`src/rtl/vga_pkg.sv`:
```
// VGA 640x480@60 timing constants and the vblank arbiter state encoding.
package vga_pkg;

  localparam int H_ACTIVE     = 640;
  localparam int H_SYNC_START = 656;
  localparam int H_SYNC_END   = 752;
  localparam int H_TOTAL      = 800;

  localparam int V_ACTIVE     = 480;
  localparam int V_SYNC_START = 490;
  localparam int V_SYNC_END   = 492;
  localparam int V_TOTAL      = 525;

  typedef enum logic [1:0] {
    S_CLOSED = 2'd0,
    S_IDLE   = 2'd1,
    S_GRANT  = 2'd2,
    S_GAP    = 2'd3
  } arb_state_t;

endpackage

```
`src/rtl/vblank_arbiter_rr_pick.sv`:
```
// Round-robin selector: first set request at or above ptr, with wrap.
// Latency: combinational. Backpressure: none, pure function of req/ptr.
// Valid is low when no request is pending.
module rr_pick #(
  parameter int N  = 2,
  parameter int PW = (N > 1) ? $clog2(N) : 1
) (
  input  logic [N-1:0]  req,
  input  logic [PW-1:0] ptr,
  output logic [N-1:0]  onehot,
  output logic [PW-1:0] idx,
  output logic          valid
);

  int j;

  always_comb begin
    onehot = '0;
    idx    = '0;
    valid  = 1'b0;
    j      = 0;
    for (int i = 0; i < N; i++) begin
      j = int'(ptr) + i;
      if (j >= N) j = j - N;
      if (!valid && req[j]) begin
        valid     = 1'b1;
        onehot[j] = 1'b1;
        idx       = PW'(j);
      end
    end
  end

endmodule

```
`src/rtl/vblank_arbiter.sv`:
```
// Grants the board-state resource only during vertical blanking, round-robin, plus frame tick.
// Latency: grant 1 cycle after req seen in idle; 2-cycle minimum spacing. Backpressure: req held until gnt.
// Optional MAX_HOLD timeout revoke enabled by defining VBLANK_ARB_TIMEOUT_EN.
module vblank_arbiter
  import vga_pkg::*;
#(
  parameter int NUM_REQ  = 2,
  parameter int V_ACTIVE = vga_pkg::V_ACTIVE,
  parameter int V_TOTAL  = vga_pkg::V_TOTAL,
  parameter int H_TOTAL  = vga_pkg::H_TOTAL,
  parameter int MAX_HOLD = 64
) (
  input  logic               pixel_clk,
  input  logic               rst_n,
  input  logic [9:0]         x_count,
  input  logic [9:0]         y_count,
  input  logic [NUM_REQ-1:0] req,
  input  logic [NUM_REQ-1:0] done,
  output logic [NUM_REQ-1:0] gnt,
  output logic               abort,
  output logic               window_open,
  output logic               frame_tick
);

  localparam int PW = (NUM_REQ > 1) ? $clog2(NUM_REQ) : 1;

  // A hold limit at or above one line could overrun the guard line into active video.
  if (NUM_REQ < 1 || NUM_REQ > 4 || MAX_HOLD < 1 || MAX_HOLD >= H_TOTAL ||
      V_ACTIVE >= V_TOTAL - 1) begin : g_bad_cfg
    $error("vblank_arbiter: illegal parameter combination");
  end

  arb_state_t           state;
  logic [PW-1:0]        ptr;
  logic [PW-1:0]        owner;
  logic [PW-1:0]        next_ptr;
  logic [NUM_REQ-1:0]   pick_oh;
  logic [PW-1:0]        pick_idx;
  logic                 pick_vld;
  logic                 open;
  logic                 owner_done;
  logic                 hold_expired;

  assign open       = (y_count >= 10'(V_ACTIVE)) && (y_count != 10'(V_TOTAL - 1));
  assign owner_done = done[owner];
  assign next_ptr   = (owner == PW'(NUM_REQ - 1)) ? '0 : owner + 1'b1;

`ifdef VBLANK_ARB_TIMEOUT_EN
  localparam int HOLD_W = $clog2(MAX_HOLD + 1);
  logic [HOLD_W-1:0] hold_cnt;
  assign hold_expired = (hold_cnt == HOLD_W'(MAX_HOLD - 1));
`else
  assign hold_expired = 1'b0;
`endif

  rr_pick #(.N(NUM_REQ), .PW(PW)) u_pick (
    .req    (req),
    .ptr    (ptr),
    .onehot (pick_oh),
    .idx    (pick_idx),
    .valid  (pick_vld)
  );

  always_ff @(posedge pixel_clk or negedge rst_n) begin
    if (!rst_n) begin
      state       <= S_CLOSED;
      gnt         <= '0;
      abort       <= 1'b0;
      window_open <= 1'b0;
      frame_tick  <= 1'b0;
      ptr         <= '0;
      owner       <= '0;
`ifdef VBLANK_ARB_TIMEOUT_EN
      hold_cnt    <= '0;
`endif
    end else begin
      window_open <= open;
      frame_tick  <= (x_count == 10'd0) && (y_count == 10'(V_ACTIVE));
      abort       <= 1'b0;
      case (state)
        S_CLOSED: if (open) state <= S_IDLE;
        S_IDLE: begin
          if (!open) begin
            state <= S_CLOSED;
          end else if (pick_vld) begin
            gnt   <= pick_oh;
            owner <= pick_idx;
            state <= S_GRANT;
`ifdef VBLANK_ARB_TIMEOUT_EN
            hold_cnt <= '0;
`endif
          end
        end
        S_GRANT: begin
`ifdef VBLANK_ARB_TIMEOUT_EN
          if (hold_cnt != HOLD_W'(MAX_HOLD)) hold_cnt <= hold_cnt + 1'b1;
`endif
          // A done that coincides with a forced release wins: no abort.
          if (owner_done) begin
            gnt   <= '0;
            ptr   <= next_ptr;
            state <= S_GAP;
          end else if (!open || hold_expired) begin
            gnt   <= '0;
            abort <= 1'b1;
            ptr   <= next_ptr;
            state <= S_GAP;
          end
        end
        S_GAP:   state <= open ? S_IDLE : S_CLOSED;
        default: state <= S_CLOSED;
      endcase
    end
  end

endmodule

```
`config.mk`:
```
export PLATFORM = sky130hd
export DESIGN_NAME = vblank_arbiter
export DESIGN_NICKNAME = d
export VERILOG_FILES = /design/src/rtl/vga_pkg.sv /design/src/rtl/vblank_arbiter_rr_pick.sv /design/src/rtl/vblank_arbiter.sv
export SDC_FILE = /design/constraint.sdc
export NUM_CORES = 1
export LEC_CHECK = 0
export CORE_MARGIN = 5
export CORE_UTILIZATION = 37
export CTS_CLUSTER_SIZE = 28
export DETAILED_ROUTE_END_ITERATION = 7
export PLACE_DENSITY = 0.8
export REMOVE_ABC_BUFFERS = 1
export SETUP_SLACK_MARGIN = 0.2
export SKIP_LAST_GASP = 1
export SLEW_MARGIN = 40
export SYNTH_ARGS = -nofsm -noshare
export SYNTH_HDL_FRONTEND = slang
export SYNTH_SLANG_ARGS = --single-unit
```
`constraint.sdc`:
```
create_clock -name pixel_clk -period 2.1 [get_ports pixel_clk]
set_clock_uncertainty 0.05 [all_clocks]
set_input_delay 0.315 -clock pixel_clk [delete_from_list [all_inputs] [get_ports pixel_clk]]
set_output_delay 0.315 -clock pixel_clk [all_outputs]
set_load 0.01 [all_outputs]
```
# Yosys cells after proc, flatten, opt, wreduce, memory -nomap -nowiden
# Cells that the tools add are included.
# classes
n_eq_ne	11
n_mul	0
n_addsub	4
bitwise_logic	1
shifts	0
n_reduce_logical	13
div_mod_pow	0
order_cmp	8
mux	38
# ops
op	count
$ge A32 B1 Y1 const B	2
$lt A32 B3 Y1 const B	2
$mux W32	2
$ge A32 B3 Y1 const B	1
$sub A32 B3 Y32 const B	1
$mux W2	11
$mux W1	21
$eq A10 B9 Y1 const B	1
$ge A10 B9 Y1 const B	1
$logic_not A10 Y1	1
$ne A10 B10 Y1 const B	1
$pmux W2 S4	1
$ne A2 B2 Y1 const B	3
$ne A3 B3 Y1 const B	2
$reduce_and A3 Y1	2
$logic_and A1 B1 Y1	5
$eq A2 B2 Y1 const B	2
$pmux W2 S2	1
$reduce_and A4 Y1	1
$sub A1 B2 Y3 const B	1
$add A1 B1 Y2 const B	1
$demux W1 S1	2
$eq A2 B1 Y1 const B	1
$ge A1 B2 Y1 const B	1
other kinds (8)	8
# word_totals
output_inout_bits	5
in_bits	26
rom_bits	0
wordCells	82
latch_bits	0
register_bits	9
memories	0
ramBits	0

# Logic depth before layout (Yosys ltp)
# depth
depth_word	12
ltp_mapped	4
ltp_nobuf	4

# Hierarchy
# Synthesis repeated with hierarchy kept, for this count alone.
# unflattened
cells_unflattened	47
area_unflattened_um2	514.2
# by_module_without_submodules
mod	seq_area_each_um2	area_per_inst_um2	instances	cells_per_inst
vblank_arbiter	225.2	481.7	1	42
rr_pick	0.0	32.5	1	5

# Worst setup path before layout
# No wires, ideal clock.
# synth_path
path_kind	input -> register
start	input y_count[8]
end	register ptr
stages	4
path_slack_ns	0.660
arrival_ns	1.265
required_ns	1.925
n_path_buf	0
setup_time_ns	0.125
cell_sequence	and4bb_4 a31oi_4 a21oi_4 mux2_4
# synth_via
elab_chain_len	4
word_cells_on_any_way	5
cone_classes	1 x order compare; 2 x eq/ne; 2 x reduce/logical
# synth_lines
element	line	source
from (decl)	vblank_arbiter.sv:16	input logic [9:0] y_count,
$ge A10 B9 Y1 / $ne A10 B10 Y1 (equally long branches)	vblank_arbiter.sv:44	assign open = (y_count >= 10'(V_ACTIVE)) && (y_count != 10'(V_TOTAL - 1));
$logic_and A1 B1 Y1 (*)	vblank_arbiter.sv:44	
named net open	vblank_arbiter.sv:40	logic open;
$ne A2 B1 Y1 (no line) (*)	--	
$reduce_and A2 Y1 (no line) (*)	--	
to (signal assigned)	vblank_arbiter.sv:101	ptr <= next_ptr;
to (signal assigned)	vblank_arbiter.sv:106	ptr <= next_ptr;
to (decl)	vblank_arbiter.sv:34	logic [PW-1:0] ptr;
# Mark *: on every way through the listed nets, which the timed path passes. The rest lies on a longest branch.
# A chain may end at the register's enable or synchronous reset.

# Final worst setup path
# Ends and elaborated chain as after synthesis.

==> flow_metrics.tcl <==
set metrics [dict create \
    antenna_cells 0 \
    numClockSinks 9 \
    utilization_pct 65.2 \
    p_switching_uw 211 \
    synth_most_common_cell "dfrtp_1" \
    vias 483 \
    p_int_uw 456 \
    cp.arrival_ns 1.78 \
    path_clk_slew_ns 0.06 \
    clockPowerShare_pct 20.3 \
    yosysSeqAreaShare_pct 44.8 \
    dieWidth_um 46.9 \
    ctsResizeCount 0 \
    ant_nets 0 \
    wl_met2_um 590 \
    route.detailed.drc 0 \
    place_area_um2 822 \
    critPathLaunchType "primary input" \
    p_per_area_nw_per_um2 786 \
    coreArea_um2 1300 \
    setup_viol 0 \
    crit_path_end_kind "flop" \
    peakVddDrop_mv 0.379 \
    synth_cell_type_count 24 \
    ys.flop_type "dfrtp_1" \
    tns_ns 0 \
    p_sw_share_pct 31.6 \
    cp_max_fo 8 \
    crit_path_max_incr_delay_ns 0.44 \
    portBuffers 30 \
    start_util_pct 38.7 \
    post_cts_buffers 0 \
    period_needed_ns 1.68 \
    whs_ns 0.296 \
    dp_hpwl_um 1100 \
    top_layer_used "met4" \
    clk_latency_ns 0.26 \
    dieHeight_um 46.9 \
    track_usage_pct 13.1 \
    area_growth_pct 68.7 \
    rsz0062_at_grt "false" \
    drv_cap 0 \
    place_ws_ns 0.135 \
    status "completed" \
    synth_commonest_cells "dfrtp_1 (9), inv_1 (4), nor4_1 (3), o21ai_0 (3)" \
    path_buf_inv 1 \
    yosys_warnings 0 \
    crit_required_ns 2.20 \
    wl_um 1270 \
    drv_slew 0 \
    seq_power_share_pct 39.1 \
    yosys-top-cells-area "dfrtp_1 (45%), a31oi_4 (4.2%), mux2i_1 (4.0%)" \
    leakage_nw 0.333 \
    drt-met1-wl_um 467 \
    numCtsBuffers 3 \
    nets 105 \
    fin_cells 93 \
    pwr-share-comb_pct 40.7 \
    path_class "in -> reg" \
    wl_met3_um 175 \
    ioPinCount 31 \
    critical_path.slowest_cell "clkdlybuf4s50_1" \
    path_cells "clkdlybuf4s50_1 -> and4bb_4 -> a31oi_4 -> a21oi_4 -> mux2_4" \
    synth_top_area_share_pct 44.8 \
    synth-edff-count 0 \
    hold_path.class "in -> async" \
    finalPower_uw 667 \
    vias_per_cell 5.19 \
    fin_crit_sh_pct 79.9 \
    dp_cells 89 \
    path_delay_family "buffers and inverters" \
    grt_start_max_net_pins 10 \
    drive_above_1_share_pct 14.1 \
    grt_pass1_vias 498 \
    synthCells 44 \
    grt_pass1_wl_um 1930 \
    ctsHoldBuffers 0 \
    synthArstFlopShare_pct 100 \
    rows 13 \
    die_area_um2 2200 \
    wire_per_inst_um 13.6 \
    synth.cell_area_um2 503 \
    ys_seq_elements 9 \
    final_area_um2 848 \
    cts.path.max_buffers 2 \
    cts_root_buf "clkbuf_4" \
    synth_area_per_cell_um2 11.4 \
    place.gp.congestion 0.766 \
    grt-ovfl-total 0 \
    cts_tree "done" \
    dr.pass1.iters 4 \
    drt_iter0_drc 2 \
    max-slew-margin-rel_pct 72.5 \
    cts.htree.levels 1 \
    timing.fmax_mhz 596 \
    yosys.area.top_type "dfrtp_1" \
    setup_slack_ns 0.421 \
    finalHoldViolations 0 \
    worst_pin_slew_ns 0.412 \
    antenna_found_initial 0 \
]
[power groups by stage]
stage / Clock, mW / Sequential (mW) / Combinational (mW)
finish: 0.135 / 0.261 / 0.271
global route: 0.148 / 0.266 / 0.298
CTS: 0.139 / 0.261 / 0.275
detailed placement: 0 / 0.264 / 0.274
global placement: 0 / 0.264 / 0.266
floorplan: 0 / 0.267 / 0.149
[cell families after synthesis]
family,after synthesis,share of synthesized area (%)
compound gates,10,20.6
buf+inv,4,2.98
simple gates,18,24.6
mux,3,6.96
flops,9,44.8
[cell type report]
class                           count  area [um^2]
Tap cell                           15         18.8
Fill cell                         115          453
Sequential cell                     9          225
Clock buffer                        4         26.3
Multi-Input combinational cell     31          263
Timing Repair Buffer               30          300
Inverter                            4         15.0
[path summary, 6_finish.rpt]
path,startpoint,end,slack (ns),cells past startpoint
max,y_count[8],ptr,0.42,5
min,rst_n,ptr,0.30,1
max reg2reg,owner,ptr,0.77,3
min reg2reg,state[0],state[0],0.41,1
max in group asynchronous,rst_n,state[0],1.41,1
min in group pixel_clk,state[0],state[0],0.41,1
[routing by layer]
layer	up-vias	track usage (%)
met3	5	3.83
met1	212	12.6
met2	32	23.3
li1	234	-
met4	0	9.94
met5	-	0
[cell usage in the layout, fill, tap and decap left out]
cell and count:
a21oi_1 1, a21oi_4 1, a31oi_4 1, a41oi_1 1, and3b_1 1, and4bb_4 1
clkbuf_1 1, clkbuf_4 3, clkdlybuf4s50_1 30, dfrtp_1 9, inv_1 4, mux2_4 1
mux2i_1 2, nand2_1 2, nand2b_1 2, nand3_1 2, nand4_1 1, nor2_1 2
nor2b_1 1, nor3_2 1, nor3b_2 1, nor4_1 3, o2111ai_1 1, o21ai_0 3
o31ai_2 1, o32ai_2 1, or4_1 1
Note: power is estimated with default switching activity, not from simulation.
